File: config.mk
export PLATFORM = sky130hd
export DESIGN_NAME = fp32_addsub_hs
export DESIGN_NICKNAME = d
export VERILOG_FILES = /design/src/rtl/fp32_pkg.sv /design/src/rtl/lzc28.sv /design/src/rtl/fp32_addsub_hs.sv
export SDC_FILE = /design/constraint.sdc
export NUM_CORES = 1
export LEC_CHECK = 0
export CORE_MARGIN = 8
export CORE_UTILIZATION = 46
export CTS_CLUSTER_SIZE = 16
export DETAILED_ROUTE_END_ITERATION = 10
export DONT_BUFFER_PORTS = 1
export HOLD_SLACK_MARGIN = 0.06
export PLACE_DENSITY = 0.68
export SYNTH_ARGS = -nofsm -noshare
export SYNTH_HDL_FRONTEND = slang
export SYNTH_HIERARCHICAL = 1
export SYNTH_SLANG_ARGS = --single-unit
File: constraint.sdc
create_clock -name i_clk -period 11.5 [get_ports i_clk]
set_input_delay 0 -clock i_clk [delete_from_list [all_inputs] [get_ports i_clk]]
set_output_delay 0 -clock i_clk [all_outputs]
set_load 0.1 [all_outputs]
File: src/rtl/fp32_pkg.sv
// Shared types and constants for the handshaked FP32 add/subtract unit.
package fp32_pkg;

  typedef struct packed {
    logic        sign;
    logic [7:0]  exp;
    logic [22:0] frac;
  } fp32_t;

  localparam logic [31:0] FP32_QNAN = 32'h7FC00000;
  localparam logic [31:0] FP32_PINF = 32'h7F800000;
  localparam int unsigned EXP_BIAS  = 127;

  // Bit positions inside o_flags = {invalid, overflow, underflow, inexact}.
  localparam int unsigned FLAG_INVALID   = 3;
  localparam int unsigned FLAG_OVERFLOW  = 2;
  localparam int unsigned FLAG_UNDERFLOW = 1;
  localparam int unsigned FLAG_INEXACT   = 0;

  typedef enum logic [2:0] {
    S_IDLE,
    S_ALIGN,
    S_ADD,
    S_NORM,
    S_ROUND,
    S_DONE
  } fsm_e;

endpackage

File: src/rtl/lzc28.sv
// 28-bit leading-zero counter; an all-zero input reports 28.
module lzc28 (
  input  logic [27:0] data_i,
  output logic [4:0]  cnt_o
);

  logic found;

  always_comb begin
    cnt_o = 5'd28;
    found = 1'b0;
    for (int i = 27; i >= 0; i--) begin
      if (!found && data_i[i]) begin
        cnt_o = 5'(27 - i);
        found = 1'b1;
      end
    end
  end

endmodule

File: src/rtl/fp32_addsub_hs.sv
// Valid/ready FP32 adder/subtractor: one stage per FSM state, RNE rounding, FTZ/DAZ,
// fixed four-edge latency from accept to o_valid.
module fp32_addsub_hs
  import fp32_pkg::*;
#(
  parameter int unsigned SIZE_DATA = 32,
  parameter int unsigned FLAG_W    = 4
) (
  input  logic                 i_clk,
  input  logic                 i_rst_n,
  input  logic                 i_valid,
  output logic                 o_ready,
  input  logic                 i_alu_op,
  input  logic [SIZE_DATA-1:0] i_data_a,
  input  logic [SIZE_DATA-1:0] i_data_b,
  output logic                 o_valid,
  input  logic                 i_ready,
  output logic [SIZE_DATA-1:0] o_result,
  output logic [FLAG_W-1:0]    o_flags
);

  fsm_e state_q, state_d;

  logic [31:0]       a_q, a_d, b_q, b_d;
  logic              sgn_q, sgn_d, zsgn_q, zsgn_d, sub_q, sub_d;
  logic              spec_q, spec_d, zero_q, zero_d, uf_q, uf_d;
  logic [9:0]        exp_q, exp_d;
  logic [26:0]       ma_q, ma_d, mb_q, mb_d;
  logic [27:0]       sum_q, sum_d;
  logic [31:0]       spec_res_q, spec_res_d, res_q, res_d;
  logic [FLAG_W-1:0] spec_flg_q, spec_flg_d, flags_q, flags_d;

  fp32_t       fa, fb;
  logic [26:0] ma_u, mb_u, m_big, m_sml, m_sh;
  logic [7:0]  e_big, e_sml, diff;
  logic        a_big, nan_a, nan_b, inf_a, inf_b;
  logic [4:0]  lz;
  logic [27:0] norm_sh;
  logic [26:0] norm_man;
  logic [9:0]  norm_exp, rnd_exp;
  logic        norm_zero, norm_uf, rnd_up;
  logic [24:0] rnd_man;

  assign fa = fp32_t'(a_q);
  assign fb = fp32_t'(b_q);

  lzc28 u_lzc (
    .data_i (sum_q),
    .cnt_o  (lz)
  );

  always_ff @(posedge i_clk or negedge i_rst_n) begin
    if (!i_rst_n) state_q <= S_IDLE;
    else          state_q <= state_d;
  end

  always_comb begin
    state_d = state_q;
    case (state_q)
      S_IDLE:  if (i_valid) state_d = S_ALIGN;
      S_ALIGN: state_d = S_ADD;
      S_ADD:   state_d = S_NORM;
      S_NORM:  state_d = S_ROUND;
      S_ROUND: state_d = S_DONE;
      S_DONE:  if (i_ready) state_d = S_IDLE;
      default: state_d = S_IDLE;
    endcase
  end

  always_comb begin
    o_ready = (state_q == S_IDLE);
    o_valid = (state_q == S_DONE);
  end

  // Stage arithmetic, evaluated every cycle and captured only in its own state.
  always_comb begin
    nan_a = (&fa.exp) && (|fa.frac);
    nan_b = (&fb.exp) && (|fb.frac);
    inf_a = (&fa.exp) && !(|fa.frac);
    inf_b = (&fb.exp) && !(|fb.frac);
    ma_u  = (fa.exp == 8'd0) ? 27'd0 : {1'b1, fa.frac, 3'b000};
    mb_u  = (fb.exp == 8'd0) ? 27'd0 : {1'b1, fb.frac, 3'b000};
    a_big = {fa.exp, ma_u} >= {fb.exp, mb_u};
    e_big = a_big ? fa.exp : fb.exp;
    e_sml = a_big ? fb.exp : fa.exp;
    m_big = a_big ? ma_u : mb_u;
    m_sml = a_big ? mb_u : ma_u;
    diff  = e_big - e_sml;
    if (diff >= 8'd26) m_sh = {26'd0, |m_sml};
    else m_sh = (m_sml >> diff) | {26'd0, |(m_sml & ~(27'h7FFFFFF << diff))};

    spec_res_d = FP32_QNAN;
    spec_flg_d = '0;
    if (nan_a || nan_b) begin
      spec_flg_d[FLAG_INVALID] = (nan_a && !fa.frac[22]) || (nan_b && !fb.frac[22]);
    end else if (inf_a && inf_b && (fa.sign != fb.sign)) begin
      spec_flg_d[FLAG_INVALID] = 1'b1;
    end else if (inf_a) begin
      spec_res_d = {fa.sign, FP32_PINF[30:0]};
    end else if (inf_b) begin
      spec_res_d = {fb.sign, FP32_PINF[30:0]};
    end

    // lz counts over 28 bits, so the carry column makes the normal position lz == 1.
    norm_sh = sum_q << (lz - 5'd1);
    if (sum_q[27]) begin
      norm_man = {sum_q[27:2], |sum_q[1:0]};
      norm_exp = exp_q + 10'd1;
    end else begin
      norm_man = norm_sh[26:0];
      norm_exp = exp_q - {5'd0, lz} + 10'd1;
    end
    norm_zero = (sum_q == 28'd0);
    norm_uf   = !norm_zero && (norm_exp[9] || norm_exp == 10'd0);

    rnd_up  = ma_q[2] && (ma_q[1] || ma_q[0] || ma_q[3]);
    rnd_man = {1'b0, ma_q[26:3]} + {24'd0, rnd_up};
    rnd_exp = exp_q + {9'd0, rnd_man[24]};
  end

  always_comb begin
    a_d = a_q;  b_d = b_q;  sgn_d = sgn_q;  zsgn_d = zsgn_q;  sub_d = sub_q;
    spec_d = spec_q;  zero_d = zero_q;  uf_d = uf_q;  exp_d = exp_q;
    ma_d = ma_q;  mb_d = mb_q;  sum_d = sum_q;  res_d = res_q;  flags_d = flags_q;
    case (state_q)
      S_IDLE: if (i_valid) begin
        a_d = i_data_a;
        b_d = {i_data_b[31] ^ i_alu_op, i_data_b[30:0]};
      end
      S_ALIGN: begin
        sgn_d  = a_big ? fa.sign : fb.sign;
        zsgn_d = fa.sign & fb.sign;
        sub_d  = fa.sign ^ fb.sign;
        exp_d  = {2'b00, e_big};
        ma_d   = m_big;
        mb_d   = m_sh;
        spec_d = nan_a || nan_b || inf_a || inf_b;
      end
      S_ADD: sum_d = sub_q ? ({1'b0, ma_q} - {1'b0, mb_q}) : ({1'b0, ma_q} + {1'b0, mb_q});
      S_NORM: begin
        ma_d   = norm_man;
        exp_d  = norm_exp;
        zero_d = norm_zero || norm_uf;
        uf_d   = norm_uf;
        sgn_d  = norm_zero ? zsgn_q : sgn_q;
      end
      S_ROUND: begin
        flags_d = '0;
        if (spec_q) begin
          res_d   = spec_res_q;
          flags_d = spec_flg_q;
        end else if (zero_q) begin
          res_d = {sgn_q, 31'd0};
          flags_d[FLAG_UNDERFLOW] = uf_q;
          flags_d[FLAG_INEXACT]   = uf_q;
        end else if (rnd_exp >= 10'd255) begin
          res_d = {sgn_q, FP32_PINF[30:0]};
          flags_d[FLAG_OVERFLOW] = 1'b1;
          flags_d[FLAG_INEXACT]  = 1'b1;
        end else begin
          res_d = {sgn_q, rnd_exp[7:0], rnd_man[22:0]};
          flags_d[FLAG_INEXACT] = |ma_q[2:0];
        end
      end
      default: ;
    endcase
  end

  always_ff @(posedge i_clk or negedge i_rst_n) begin
    if (!i_rst_n) begin
      a_q <= '0;  b_q <= '0;  sgn_q <= 1'b0;  zsgn_q <= 1'b0;  sub_q <= 1'b0;
      spec_q <= 1'b0;  zero_q <= 1'b0;  uf_q <= 1'b0;  exp_q <= '0;
      ma_q <= '0;  mb_q <= '0;  sum_q <= '0;  spec_res_q <= '0;  spec_flg_q <= '0;
      res_q <= '0;  flags_q <= '0;
    end else begin
      a_q <= a_d;  b_q <= b_d;  sgn_q <= sgn_d;  zsgn_q <= zsgn_d;  sub_q <= sub_d;
      spec_q <= spec_d;  zero_q <= zero_d;  uf_q <= uf_d;  exp_q <= exp_d;
      ma_q <= ma_d;  mb_q <= mb_d;  sum_q <= sum_d;  spec_res_q <= spec_res_d;
      spec_flg_q <= spec_flg_d;  res_q <= res_d;  flags_q <= flags_d;
    end
  end

  assign o_result = res_q;
  assign o_flags  = flags_q;

endmodule

---- Yosys cells after proc, flatten, opt, wreduce, memory -nomap -nowiden ----
Cells that the tools add are included.
word-level totals
  word-level logic and storage cells ...... 230
  memories ................................ 0
  bits in latches ......................... 0
  bits in writable memories ............... 0
  ROM bits ................................ 0
  flip-flop bits (word level) ............. 234
cells by class
  $lt $le $gt $ge ......................... 3
  shift-type cells ........................ 3
  div/mod/pow operators ................... 0
  eq/ne operators ......................... 9
  bitwise gates (word level) .............. 6
  reductions and logical operators ........ 94
  $add $sub $neg .......................... 9
  mux-type cells .......................... 89
  $mul .................................... 0
operators by type and width
  cell                                                                  number
  27-bit two-way mux                                                    6
  32-bit two-way mux                                                    5
  5-bit two-way mux                                                     28
  31-bit two-way mux                                                    2
  27-bit one-hot mux with 2 select lines                                1
  27-bit OR reduction                                                   2
  23-bit OR reduction                                                   2
  1-bit logical AND                                                     37
  1-bit two-way mux                                                     37
  35-bit greater-or-equal comparator                                    1
  1-bit zero test                                                       32
  27-bit by 27-bit adder with 28-bit output                             1
  28-bit zero test                                                      1
  28-bit two-way mux                                                    1
  28-bit by 5-bit << shifter with 27-bit output                         1
  27-bit by 27-bit subtractor with 28-bit output                        1
  27-bit AND                                                            1
  27-bit NOT                                                            1
  27-bit by 1-bit OR with 27-bit output                                 1
  27-bit by 8-bit << shifter with 27-bit output (first input constant)  1
  27-bit by 8-bit >> shifter with 27-bit output                         1
  24-bit by 1-bit adder with 25-bit output                              1
  10-bit by 1-bit adder with 10-bit output (second input constant)      2
  10-bit one-hot mux with 2 select lines                                1
  28 further kinds                                                      46

---- Logic depth before layout (Yosys ltp) ----
  depth after elaboration ................. 89
  mapped depth ............................ 28
  gate-level depth less buffers ........... 22

---- Modules after synthesis ----
The synthesis kept the hierarchy.
modules (own cells, without submodules)
  module          instances  sequential area each (um2)  cells each  area an instance (um2)
  fp32_addsub_hs  1          5129.9                      1977        16148.0
  lzc28           1          0.0                         52          335.3

---- Worst setup path before layout ----
OpenSTA, ideal clock, no wires.
  kind .................................... register to register
  start point ............................. register a_q[27]
  end point ............................... register mb_q[0]
  stages on the path, launching flop included .. 25
  data arrival time ....................... 5.301 ns
  path slack .............................. 6.068 ns
  cell sequence ........................... dfrtp_1 > clkbuf_1 > nor4_1 > nand2_1 > clkbuf_1 > clkbuf_1 > nand2_1 > inv_1 > ha_1 > nand4_1 > or4_1 > o2bb2ai_1 > o21ai_2 > a211o_1 > and2_4 > ha_1 > clkbuf_1 > clkinv_1 > mux2_2 > a21oi_1 > o21ai_1 > a2111oi_0 > o211ai_1 > nor4_1 > a31oi_1
on the way
  cells in the longest elaborated chain, start to end .. 11
ends and longest elaborated chain
  what                                           RTL line                                    source
  start: declaration                             fp32_addsub_hs.sv:24                        logic [31:0] a_q, a_d, b_q, b_d;
  start signal: assignment                       fp32_addsub_hs.sv:171                       a_q <= '0; b_q <= '0; sgn_q <= 1'b0; zsgn_q <= 1'b0; sub_q <= 1'b0;
  start signal: assignment                       fp32_addsub_hs.sv:176                       a_q <= a_d; b_q <= b_d; sgn_q <= sgn_d; zsgn_q <= zsgn_d; sub_q <= sub_d;
  8-bit zero test                                fp32_addsub_hs.sv:81                        ma_u = (fa.exp == 8'd0) ? 27'd0 : {1'b1, fa.frac, 3'b000};
  27-bit two-way mux                             fp32_addsub_hs.sv:81
  35-bit greater-or-equal comparator             fp32_addsub_hs.sv:83                        a_big = {fa.exp, ma_u} >= {fb.exp, mb_u};
  8-bit two-way mux, on equally long branches    fp32_addsub_hs.sv:84, fp32_addsub_hs.sv:85
  8-bit subtractor                               fp32_addsub_hs.sv:88                        diff = e_big - e_sml;
  27-bit by 8-bit << shifter with 27-bit output  fp32_addsub_hs.sv:90                        else m_sh = (m_sml >> diff) | {26'd0, |(m_sml & ~(27'h7FFFFFF << diff))};
  27-bit NOT                                     fp32_addsub_hs.sv:90
  27-bit AND                                     fp32_addsub_hs.sv:90
  27-bit OR reduction                            fp32_addsub_hs.sv:90
  27-bit by 1-bit OR with 27-bit output          fp32_addsub_hs.sv:90
  27-bit two-way mux *                           fp32_addsub_hs.sv:89                        if (diff >= 8'd26) m_sh = {26'd0, |m_sml};
  end signal: assignment                         fp32_addsub_hs.sv:178                       ma_q <= ma_d; mb_q <= mb_d; sum_q <= sum_d; spec_res_q <= spec_res_d;
  end: declaration                               fp32_addsub_hs.sv:28                        logic [26:0] ma_q, ma_d, mb_q, mb_d;
Every way passes the cells marked *; elsewhere a longest branch is shown, timed or not.
A chain may end at the register's enable or synchronous reset.

---- Final worst setup path ----
Ends and elaborated chain as after synthesis.

==> summary.md <==
| Metric | Value |
|---|---|
| Final max-slew violation count | 0 |
| Largest net degree at the start of global routing | 206 |
| Number of global-route vias before repair | roughly 15000 |
| Status | complete, no violations |
| Synth Register Bits | a little over 200 |
| Register area | about 5000 um^2 |
| Clock tree buffer depth | 3 |
| Post-DP HPWL | ~41000 um |
| Initial Utilization | 0.466 |
| Hold Crit Depth | 3 |
| Gpl congestion | roughly 1.0 |
| Cell variety after synth | 84 |
| Antenna Nets Post-Route | 0 |
| CTS Root Buffer Type | clkbuf_16 |
| HP Start | i_data_b[25] |
| Row count | slightly below 70 |
| CTS Sinks | between 200 and 250 |
| Final period util | 0.626 |
| Crit Path Max Fanout | 27 |
| EDFF count, synth | 0 |
| Area grow syn2layout | 12.1% |
| Placeable Area | around 35000 um^2 |
| Clock Latency Late Sink | around 0.56 ns |
| Crit Reg-Reg Endpoint | mb_q[0] |
| Main flop type after synthesis | dfrtp_1 |
| Post-synth top area share | 0.311 |
| DR vias | approximately 16000 |
| Syn_nets | 2183 |
| Port Buffers | 0 |
| H-tree levels | 1 |
| Final setup viols | 0 |
| Seq/Total Area, Yosys | 0.311 |
| Final hold violation count | 0 |
| I/O pins | 107 |
| Clock skew | roughly 0.019 ns |
| Clock period minus worst slack | around 7.2 ns |
| Yosys warnings | 6 |
| Cell area after synthesis | 16500 um^2 |
| # DRC | 0 |
| Die Area | 42100 um^2 |
| Post-CTS Resized | 0 |
| Relative slew slack | 0.233 |
| Cells after Synth | between 2000 and 2500 |
| Worst-Margin Slew | roughly 1.2 ns |
| FF-to-FF Start | a_q[27] |
| CTS tree | built |
| Post-route setup TNS | 0 ns |
| Max capacitance violation total | 0 |
| Most frequent cells in the layout | nand2_1, dfrtp_1, o21ai_0 |
| Iter 0 DRT Violations | roughly 1500 |
| Antenna violations before repair | 4 |
| Max Clk Rate | 139 MHz |
| DR vias/cell | around 6.2 |
| Total gr overflow | 0 |
| Drt first pass iters | 5 |
| Hold EP | b_q[25] |
| Worst Hold Class | primary input to register |
| Routed wire length | roughly 56000 um |
| Post-synth ARST share | 1.00 |
| Gr usage total | 0.259 |
| Routed len/inst | around 22 um |
| Synth area leader | dfrtp_1 |
| Layout cells sized above 1 | 0.0948 |
| Filler Cells Inserted | 3286 |
| # nets final | approximately 2200 |
| Worst Setup Path Type | register to register |
| Type of element launching the critical path | register |
| Setup crit end kind | register |
| First-pass GRT wire length | between 80000 and 90000 um |
| WP data required | 11.96 ns |
| Reg2Reg Setup Slack | approximately 4.3 ns |
| Cts bufs inserted | 26 |
| R2R depth | 21 |
| Multi-input logic area | approximately 11000 um^2 |
| Synth area leaders | dfrtp_1, nand2_1, ha_1, o21ai_0, mux2_2 |
| Mean Syn Cell Area | between 8 and 9 um^2 |
| Most common cell after layout, fill and taps aside | nand2_1 |
| WP data arrival | around 7.7 ns |
| Unrepaired setup endpoints after global routing | false |
| Chip height | a little over 200 um |
| Die X | approximately 210 um |
| Reg clk slew, reported paths | 0.06 ns |
-- sequential cells by signal (all words and copies together) (netlist names), 3 cells and up --
register and count:
ma_q 27, spec_res_q 3, a_q 32, o_result 32
exp_q 10, o_flags 4, mb_q 27, b_q 32
state_q 3, sum_q 28
-- timing repair --
item,CTS,global route
setup endpoints to repair,0,0
endpoints found under the hold margin,271,0
setup buffers,0,0
hold buffers,69,0
-- worst max path at each step --
stage               startpoint       to  slack (ns)  cells after the start
finish                 a_q[27]  mb_q[0]        4.30                     21
CTS                    a_q[27]  mb_q[0]        4.51                     21
detailed placement     a_q[27]  mb_q[0]        4.52                     21
global route           b_q[26]  mb_q[0]        3.65                     22
global placement       a_q[27]  mb_q[0]        4.64                     21
floorplan              a_q[27]  mb_q[0]        6.07                     24
-- cells by family (layout without fill, tap and decap cells) --
| logic type | after synthesis | in the layout | share of synthesized area |
|---|---|---|---|
| AND/OR/NAND/NOR | 760 | 760 | 0.211 |
| AO/OA/AOI/OAI | 559 | 559 | 0.215 |
| flip-flops | 205 | 205 | 0.311 |
| buffers and inverters | 195 | 222 | 0.0462 |
| multiplexers | 123 | 123 | 0.0963 |
| XOR/XNOR | 100 | 100 | 0.0536 |
| adder cells (fa/ha/maj) | 86 | 86 | 0.0660 |
| other | 1 | 3 | 0.000228 |
-- cell usage after synthesis, types with 14 or more instances --
library cell and instances:
clkbuf_1 90, nand4_1 25, mux2_2 65, ha_1 83
and3_1 17, nand3_1 60, o31ai_1 24, xnor2_1 78
nor2_1 153, a21oi_1 128, nor3_1 48, a221o_1 14
o211ai_1 20, and2_1 18, mux4_2 22, o21ai_1 30
a211oi_1 30, inv_1 74, nand2_1 332, dfrtp_1 205
nor4_1 32, mux2i_1 36, o21ai_0 166, xor2_1 21
buf_2 15
-- cell type report --
class / instances / share of cell area
Clock inverter: 15 / 0.0101
Sequential cell: 205 / 0.278
Tap cell: 461 / 0.0312
Antenna cell: 2 / 0.000271
Multi-Input combinational cell: 1629 / 0.575
Clock buffer: 33 / 0.0399
Inverter: 78 / 0.0158
Timing Repair Buffer: 96 / 0.0502
-- layer usage --
| layer | wire length [um] | vias up | share of wire | global-route usage |
|---|---|---|---|---|
| met3 | 3850 | 149 | 0.069 | 0.0482 |
| met4 | 2390 | 4 | 0.043 | 0.105 |
| li1 | - | 7372 | - | - |
| met2 | 26000 | 651 | 0.47 | 0.429 |
| met1 | 23400 | 7556 | 0.42 | 0.330 |
| met5 | 31 | - | 0.00056 | 0 |
-- worst max-delay path, stage by stage (launching register included) --
cell and delay, ns:
dfrtp_1 0.48, nor4_1 0.39, nand2_1 0.62, and2_1 0.45, ha_1 0.33, a21oi_1 0.16, o21ai_0 0.11, a22oi_1 0.27
and2_1 0.44, buf_4 0.32, nand4_1 0.17, and2_4 0.19, ha_1 0.27, buf_4 0.30, clkinv_1 0.72, nor2_1 0.52
a221o_1 0.31, mux2i_1 0.12, mux2_2 0.29, o311ai_0 0.30, a2bb2oi_1 0.11, a31oi_1 0.20
-- stage by stage --
stage               setup slack, ns  instances  hold slack [ns]   util  area [um^2]
floorplan                      6.07       2029           -0.296      -        16500
global placement               4.64       2400           -0.277  0.476        16800
detailed placement             4.52       2400           -0.279  0.476        16800
CTS                            4.51       2517            0.105  0.522        18500
global route                   3.65       2519            0.123  0.522        18500
finish                         4.30       2519            0.112  0.522        18500
Power is left out: the tool's default activity adds up to more than one toggle a clock period on the data nets, which glitch-free logic cannot reach.
